### src/rtl/fetch_unit_pkg.sv
// Shared definitions for the instruction fetch unit: encodings, reset PC,
// fetch state enum and the HLT decode helper.
package fetch_unit_pkg;

  localparam logic [15:0] NOP_INSTR  = 16'h0000;
  localparam logic [3:0]  HLT_OPCODE = 4'hF;
  localparam logic [15:0] RESET_PC   = 16'h0000;
  localparam logic [15:0] PC_STEP    = 16'h0002;

  typedef enum logic [1:0] {
    FETCH   = 2'd0,
    HOLD    = 2'd1,
    DISCARD = 2'd2,
    HALT    = 2'd3
  } fetch_state_e;

  function automatic logic is_halt(input logic [15:0] instr);
    return instr[15:12] == HLT_OPCODE;
  endfunction

endpackage

### src/rtl/fetch_unit_adder_sub_16bit.sv
// 16-bit modulo adder/subtractor shared with the rest of the core; the fetch
// unit uses it only to form PC+2.
module adder_sub_16bit (
  input  logic [15:0] a,
  input  logic [15:0] b,
  input  logic        sub,
  output logic [15:0] result
);

  assign result = sub ? (a - b) : (a + b);

endmodule

### src/rtl/fetch_unit.sv
// Instruction fetch stage with a one-entry skid buffer, flush handling and HLT stop.
// Optional performance counters are enabled with the FETCH_PERF_CNT_EN macro.
module fetch_unit
  import fetch_unit_pkg::*;
(
  input  logic        clk,
  input  logic        rst_n,
  input  logic [15:0] pc_next,
  input  logic        branch_taken,
  input  logic        stall,
  output logic        imem_req,
  output logic [15:0] imem_addr,
  input  logic        imem_valid,
  input  logic [15:0] imem_rdata,
  output logic [15:0] pc_cur,
  output logic [15:0] if_id_instr,
  output logic [15:0] if_id_pc,
  output logic        if_id_valid,
  output logic        halted
`ifdef FETCH_PERF_CNT_EN
  ,
  output logic [15:0] perf_stall_cnt,
  output logic [15:0] perf_flush_cnt
`endif
);

  fetch_state_e state_q, state_d;
  logic         req_armed_q;
  logic [15:0]  pc_q;
  logic [15:0]  pc_plus2;
  logic [15:0]  skid_q;
  logic         req_active;
  logic         redirect;
  logic         load_fetch;
  logic         load_skid;
  logic         capture_skid;

  adder_sub_16bit u_pc_add (
    .a      (pc_q),
    .b      (PC_STEP),
    .sub    (1'b0),
    .result (pc_plus2)
  );

  always_ff @(posedge clk or negedge rst_n) begin
    if (!rst_n) state_q <= FETCH;
    else        state_q <= state_d;
  end

  // A request is held open in FETCH from the first cycle after reset release.
  assign req_active = (state_q == FETCH) && req_armed_q;

  always_comb begin
    state_d      = state_q;
    redirect     = 1'b0;
    load_fetch   = 1'b0;
    load_skid    = 1'b0;
    capture_skid = 1'b0;
    case (state_q)
      FETCH: begin
        if (branch_taken) begin
          redirect = 1'b1;
          state_d  = (req_active && !imem_valid) ? DISCARD : FETCH;
        end else if (imem_valid && stall) begin
          capture_skid = 1'b1;
          state_d      = HOLD;
        end else if (imem_valid) begin
          load_fetch = 1'b1;
          state_d    = is_halt(imem_rdata) ? HALT : FETCH;
        end
      end
      HOLD: begin
        if (branch_taken) begin
          redirect = 1'b1;
          state_d  = FETCH;
        end else if (!stall) begin
          load_skid = 1'b1;
          state_d   = is_halt(skid_q) ? HALT : FETCH;
        end
      end
      DISCARD: begin
        if (branch_taken) redirect = 1'b1;
        if (imem_valid) state_d = FETCH;
      end
      HALT: begin
        if (branch_taken) begin
          redirect = 1'b1;
          state_d  = FETCH;
        end
      end
      default: state_d = FETCH;
    endcase
  end

  always_comb begin
    imem_req  = req_active;
    imem_addr = pc_q;
    pc_cur    = pc_q;
    halted    = (state_q == HALT);
  end

  // Without an accepted instruction the IF/ID register bubbles unless ID is stalled.
  always_ff @(posedge clk or negedge rst_n) begin
    if (!rst_n) begin
      req_armed_q <= 1'b0;
      pc_q        <= RESET_PC;
      skid_q      <= NOP_INSTR;
      if_id_instr <= NOP_INSTR;
      if_id_pc    <= RESET_PC;
      if_id_valid <= 1'b0;
    end else begin
      req_armed_q <= 1'b1;
      if (redirect) begin
        pc_q        <= pc_next;
        skid_q      <= NOP_INSTR;
        if_id_instr <= NOP_INSTR;
        if_id_valid <= 1'b0;
      end else if (load_fetch || load_skid) begin
        pc_q        <= pc_next;
        if_id_instr <= load_skid ? skid_q : imem_rdata;
        if_id_pc    <= pc_plus2;
        if_id_valid <= 1'b1;
        if (load_skid) skid_q <= NOP_INSTR;
      end else if (capture_skid) begin
        skid_q <= imem_rdata;
      end else if (!stall) begin
        if_id_valid <= 1'b0;
      end
    end
  end

`ifdef FETCH_PERF_CNT_EN
  always_ff @(posedge clk or negedge rst_n) begin
    if (!rst_n) begin
      perf_stall_cnt <= 16'h0000;
      perf_flush_cnt <= 16'h0000;
    end else begin
      if ((state_q == HOLD || stall) && perf_stall_cnt != 16'hFFFF)
        perf_stall_cnt <= perf_stall_cnt + 16'd1;
      if (branch_taken && perf_flush_cnt != 16'hFFFF)
        perf_flush_cnt <= perf_flush_cnt + 16'd1;
    end
  end
`endif

endmodule

### config.mk
export PLATFORM = sky130hd
export DESIGN_NAME = fetch_unit
export DESIGN_NICKNAME = d
export VERILOG_FILES = /design/src/rtl/fetch_unit_pkg.sv /design/src/rtl/fetch_unit_adder_sub_16bit.sv /design/src/rtl/fetch_unit.sv
export SDC_FILE = /design/constraint.sdc
export NUM_CORES = 1
export LEC_CHECK = 0
export ABC_AREA = 0
export CELL_PAD_IN_SITES_DETAIL_PLACEMENT = 2
export CELL_PAD_IN_SITES_GLOBAL_PLACEMENT = 2
export CORE_UTILIZATION = 28
export DETAILED_ROUTE_END_ITERATION = 8
export MAX_ROUTING_LAYER = met4
export PLACE_DENSITY = 0.81
export SYNTH_ARGS = -nofsm -noshare
export SYNTH_HDL_FRONTEND = slang
export SYNTH_SLANG_ARGS = --single-unit
### constraint.sdc
create_clock -name clk -period 2.4 [get_ports clk]
set_clock_uncertainty 0.2 [all_clocks]
set_input_delay 0.36 -clock clk [delete_from_list [all_inputs] [get_ports clk]]
set_output_delay 0.36 -clock clk [all_outputs]
set_load 0.03 [all_outputs]
==> impl_metrics.py <==
metrics = {
    "clock_network": {
        "clk_pin_slew_ns": 0.05,
        "clockBufferDepth": 2,
        "postCtsSetupRepairBufs": 0,
        "root_buffer": "clkbuf_16",
        "cts_sinks": 68,
        "h-tree-depth": 3,
        "cts_made_buffers": 9,
        "cts_tree": "yes",
        "clk_latency_ns": 0.33,
    },
    "hold_path": {
        "hold_class": "flip-flop to flip-flop",
        "hold_depth": 2,
        "holdCritStartpoint": "if_id_pc[3]",
        "min_to": "if_id_pc[3]",
    },
    "setup_path": {
        "r2r_end": "skid_q[10]",
        "worst_setup_path_end_kind": "primary output",
        "cp_max_fo": 3,
        "crit_required_ns": 1.84,
        "r2r_setup_slack_ns": 0.38,
        "r2r_start": "state_q[0]",
        "startpoint_type": "flip-flop",
        "crit_type": "flip-flop to primary output",
        "reg2reg_depth": 6,
        "arrival_ns": 1.64,
    },
    "global_route": {
        "grt.total_usage_pct": 16.8,
        "grt_max_degree": 69,
        "met2_usage_pct": 28.2,
        "grt_busiest_layer": "met2",
        "grt_pass1_vias": 2970,
        "met3_usage_pct": 3.44,
        "grt-ovfl-total": 0,
        "grt_util_met1_pct": 20.1,
        "grt_first_pass_wirelength_microns": 15600,
        "antenna_found_initial": 0,
    },
    "drt": {
        "drt_wl_total_microns": 9400,
        "post-route-drc-count": 0,
        "first_pass_iters": 3,
        "ant_nets": 0,
        "via_per_inst": 4.72,
        "wl_per_cell_microns": 16.8,
        "first_iter_violations": 34,
        "vias": 2632,
    },
    "logic_synthesis": {
        "synth_cell_types": 35,
        "synth_nets": 356,
        "synth_seq_cells": 68,
        "yosysSeqAreaShare_pct": 51.4,
        "synthFlopType": "dfrtp_1",
        "synth_edf_count": 0,
        "syn_inst": 318,
        "synthArstFlopShare_pct": 100,
        "yosysWarnings": 0,
        "syn_area_per_cell_sq_um": 10.4,
        "syn-cell-area_sq_um": 3310,
    },
    "die": {
        "io_pins": 104,
        "die_w_microns": 111,
        "num_rows": 39,
        "dieHeight_microns": 111,
        "initial_core_util_pct": 28.9,
        "core_area_sq_um": 11500,
        "die_area_sq_um": 12300,
    },
    "cells_and_area": {
        "antenna_cells": 0,
        "fillCellCount": 1203,
        "final_common_cell": "clkdlybuf4s50_1",
        "final_net_count": 448,
        "drive_gt1_share_pct": 12.3,
        "multi_input_area_sq_um": 1310,
        "area.growth.synth_to_final_pct": 42.2,
        "ff_latch_area_sq_um": 1700,
        "layout_common_cells": "clkdlybuf4s50_1 (102), dfrtp_1 (68), nand2_1 (59), mux2i_1 (33), o21ai_0 (23)",
    },
    "timing": {
        "setup_slack_ns": 0.201,
        "whs_ns": 0.282,
        "tightest_slew_ns": 0.877,
        "final_max_slew_viol_count": 0,
        "fmax_ghz": 0.455,
        "relSlewSlack_pct": 41.5,
        "grt_setup_unrepaired": "false",
        "finalSetupViolCount": 0,
        "min_period_ns": 2.20,
        "hold_viol_final": 0,
        "setup-tns-final_ns": 0,
        "min_period_over_period_pct": 91.6,
    },
    "placement": {
        "place_ws_ns": 0.139,
        "globalplace.congestion": 0.785,
        "hpwlAfterDp_microns": 6620,
        "io_buffers": 103,
    },
    "status": {
        "status": "finished clean",
    },
    "power_and_ir_drop": {
        "ir_drop_uv": 370,
        "power.density_nw_per_um2": 844,
        "leakagePower_nw": 1.95,
    },
    "flow_run": {
        "drv_cap": 0,
    },
}
-- cells by family after synthesis --
family / share of synthesized area, %
buffers and inverters: 9.33
flip-flops: 51.4
adder cells (fa/ha/maj): 0.378
other: 0.113
XOR/XNOR: 3.44
AND/OR/NAND/NOR: 13.0
multiplexers: 15.4
AO/OA/AOI/OAI: 6.95
-- synthesized netlist by cell type, types with 2 or more instances --
cell type  number  share of area [%]
buf_2           7                1.1
nor3_1          4               0.60
nand2_1        59                6.7
inv_1          19                2.2
dfrtp_1        68                 51
xnor2_1        11                2.9
o21ai_1         7                1.1
mux2i_1        33                 10
xor2_1          2               0.53
nand3_1         4               0.60
nor4_1          6                1.1
nor2_1          7               0.79
clkbuf_1        2               0.23
nand4_1         5               0.94
o21ai_0        23                3.5
mux2_2         16                5.4
buf_6           2               0.68
buf_4          21                4.8
a21oi_1         4               0.60
o21ai_2         3               0.79
-- report_power, final --
group          switching [mW]  total (mW)  internal [mW]
registers               0.151        1.47           1.32
logic                   0.678        1.19          0.513
clock network           0.513        1.31          0.798
-- metal layers --
layer | routed length (microns) | part of all wire (%) | vias to the layer above
li1 | - | - | 1232
met1 | 4060 | 43 | 1331
met2 | 4880 | 52 | 60
met3 | 322 | 3.4 | 9
met4 | 137 | 1.5 | 0
met5 | 0 | 0 | -
-- final cells by class --
type                    instances  area share [%]
flip-flops and latches         68            36.1
inverters                      19            1.51
clock buffers                   9            4.78
clock inverters                 7            1.44
repair buffers                114            24.4
multi-input cells             198            27.9
well taps                     143            3.80
-- worst max-delay path: stages (launching register included) --
cell and delay [ns]:
dfrtp_1 0.38, nor3b_1 0.22, clkdlybuf4s50_1 0.71
-- worst max path at each step --
stage	startpoint	to	slack, ns	depth (start not counted)
after floorplan	state_q[1]	imem_req	0.56	2
after global placement	imem_valid	skid_q[15]	0.26	6
after detailed placement	imem_valid	skid_q[10]	0.14	6
after CTS	state_q[1]	imem_req	0.16	2
after global routing	state_q[1]	imem_req	0.1	2
final	state_q[1]	imem_req	0.20	2
-- stage by stage --
step / total power [mW] / util, % / instances / cell area [sq um]
2_1_floorplan: 2.17 / - / 318 / 3310
3_3_place_gp: 2.66 / 38.4 / 541 / 4410
3_5_place_dp: 2.70 / 38.4 / 541 / 4410
4_1_cts: 4.05 / 41.1 / 558 / 4710
5_1_grt: 4.18 / 41.1 / 558 / 4710
6_report: 3.98 / 41.1 / 558 / 4710
-- repair_timing --
action,in CTS,in global routing
hold endpoints to repair,30,0
hold buffers,1,0
resized for setup,0,0
-- flip-flops by register name (all words and copies together) (netlist names) --
register and count:
imem_addr 16, if_id_valid 1, skid_q 16, if_id_instr 16, if_id_pc 16, state_q 2, req_armed_q 1
Power figures use the tool's default switching activity.
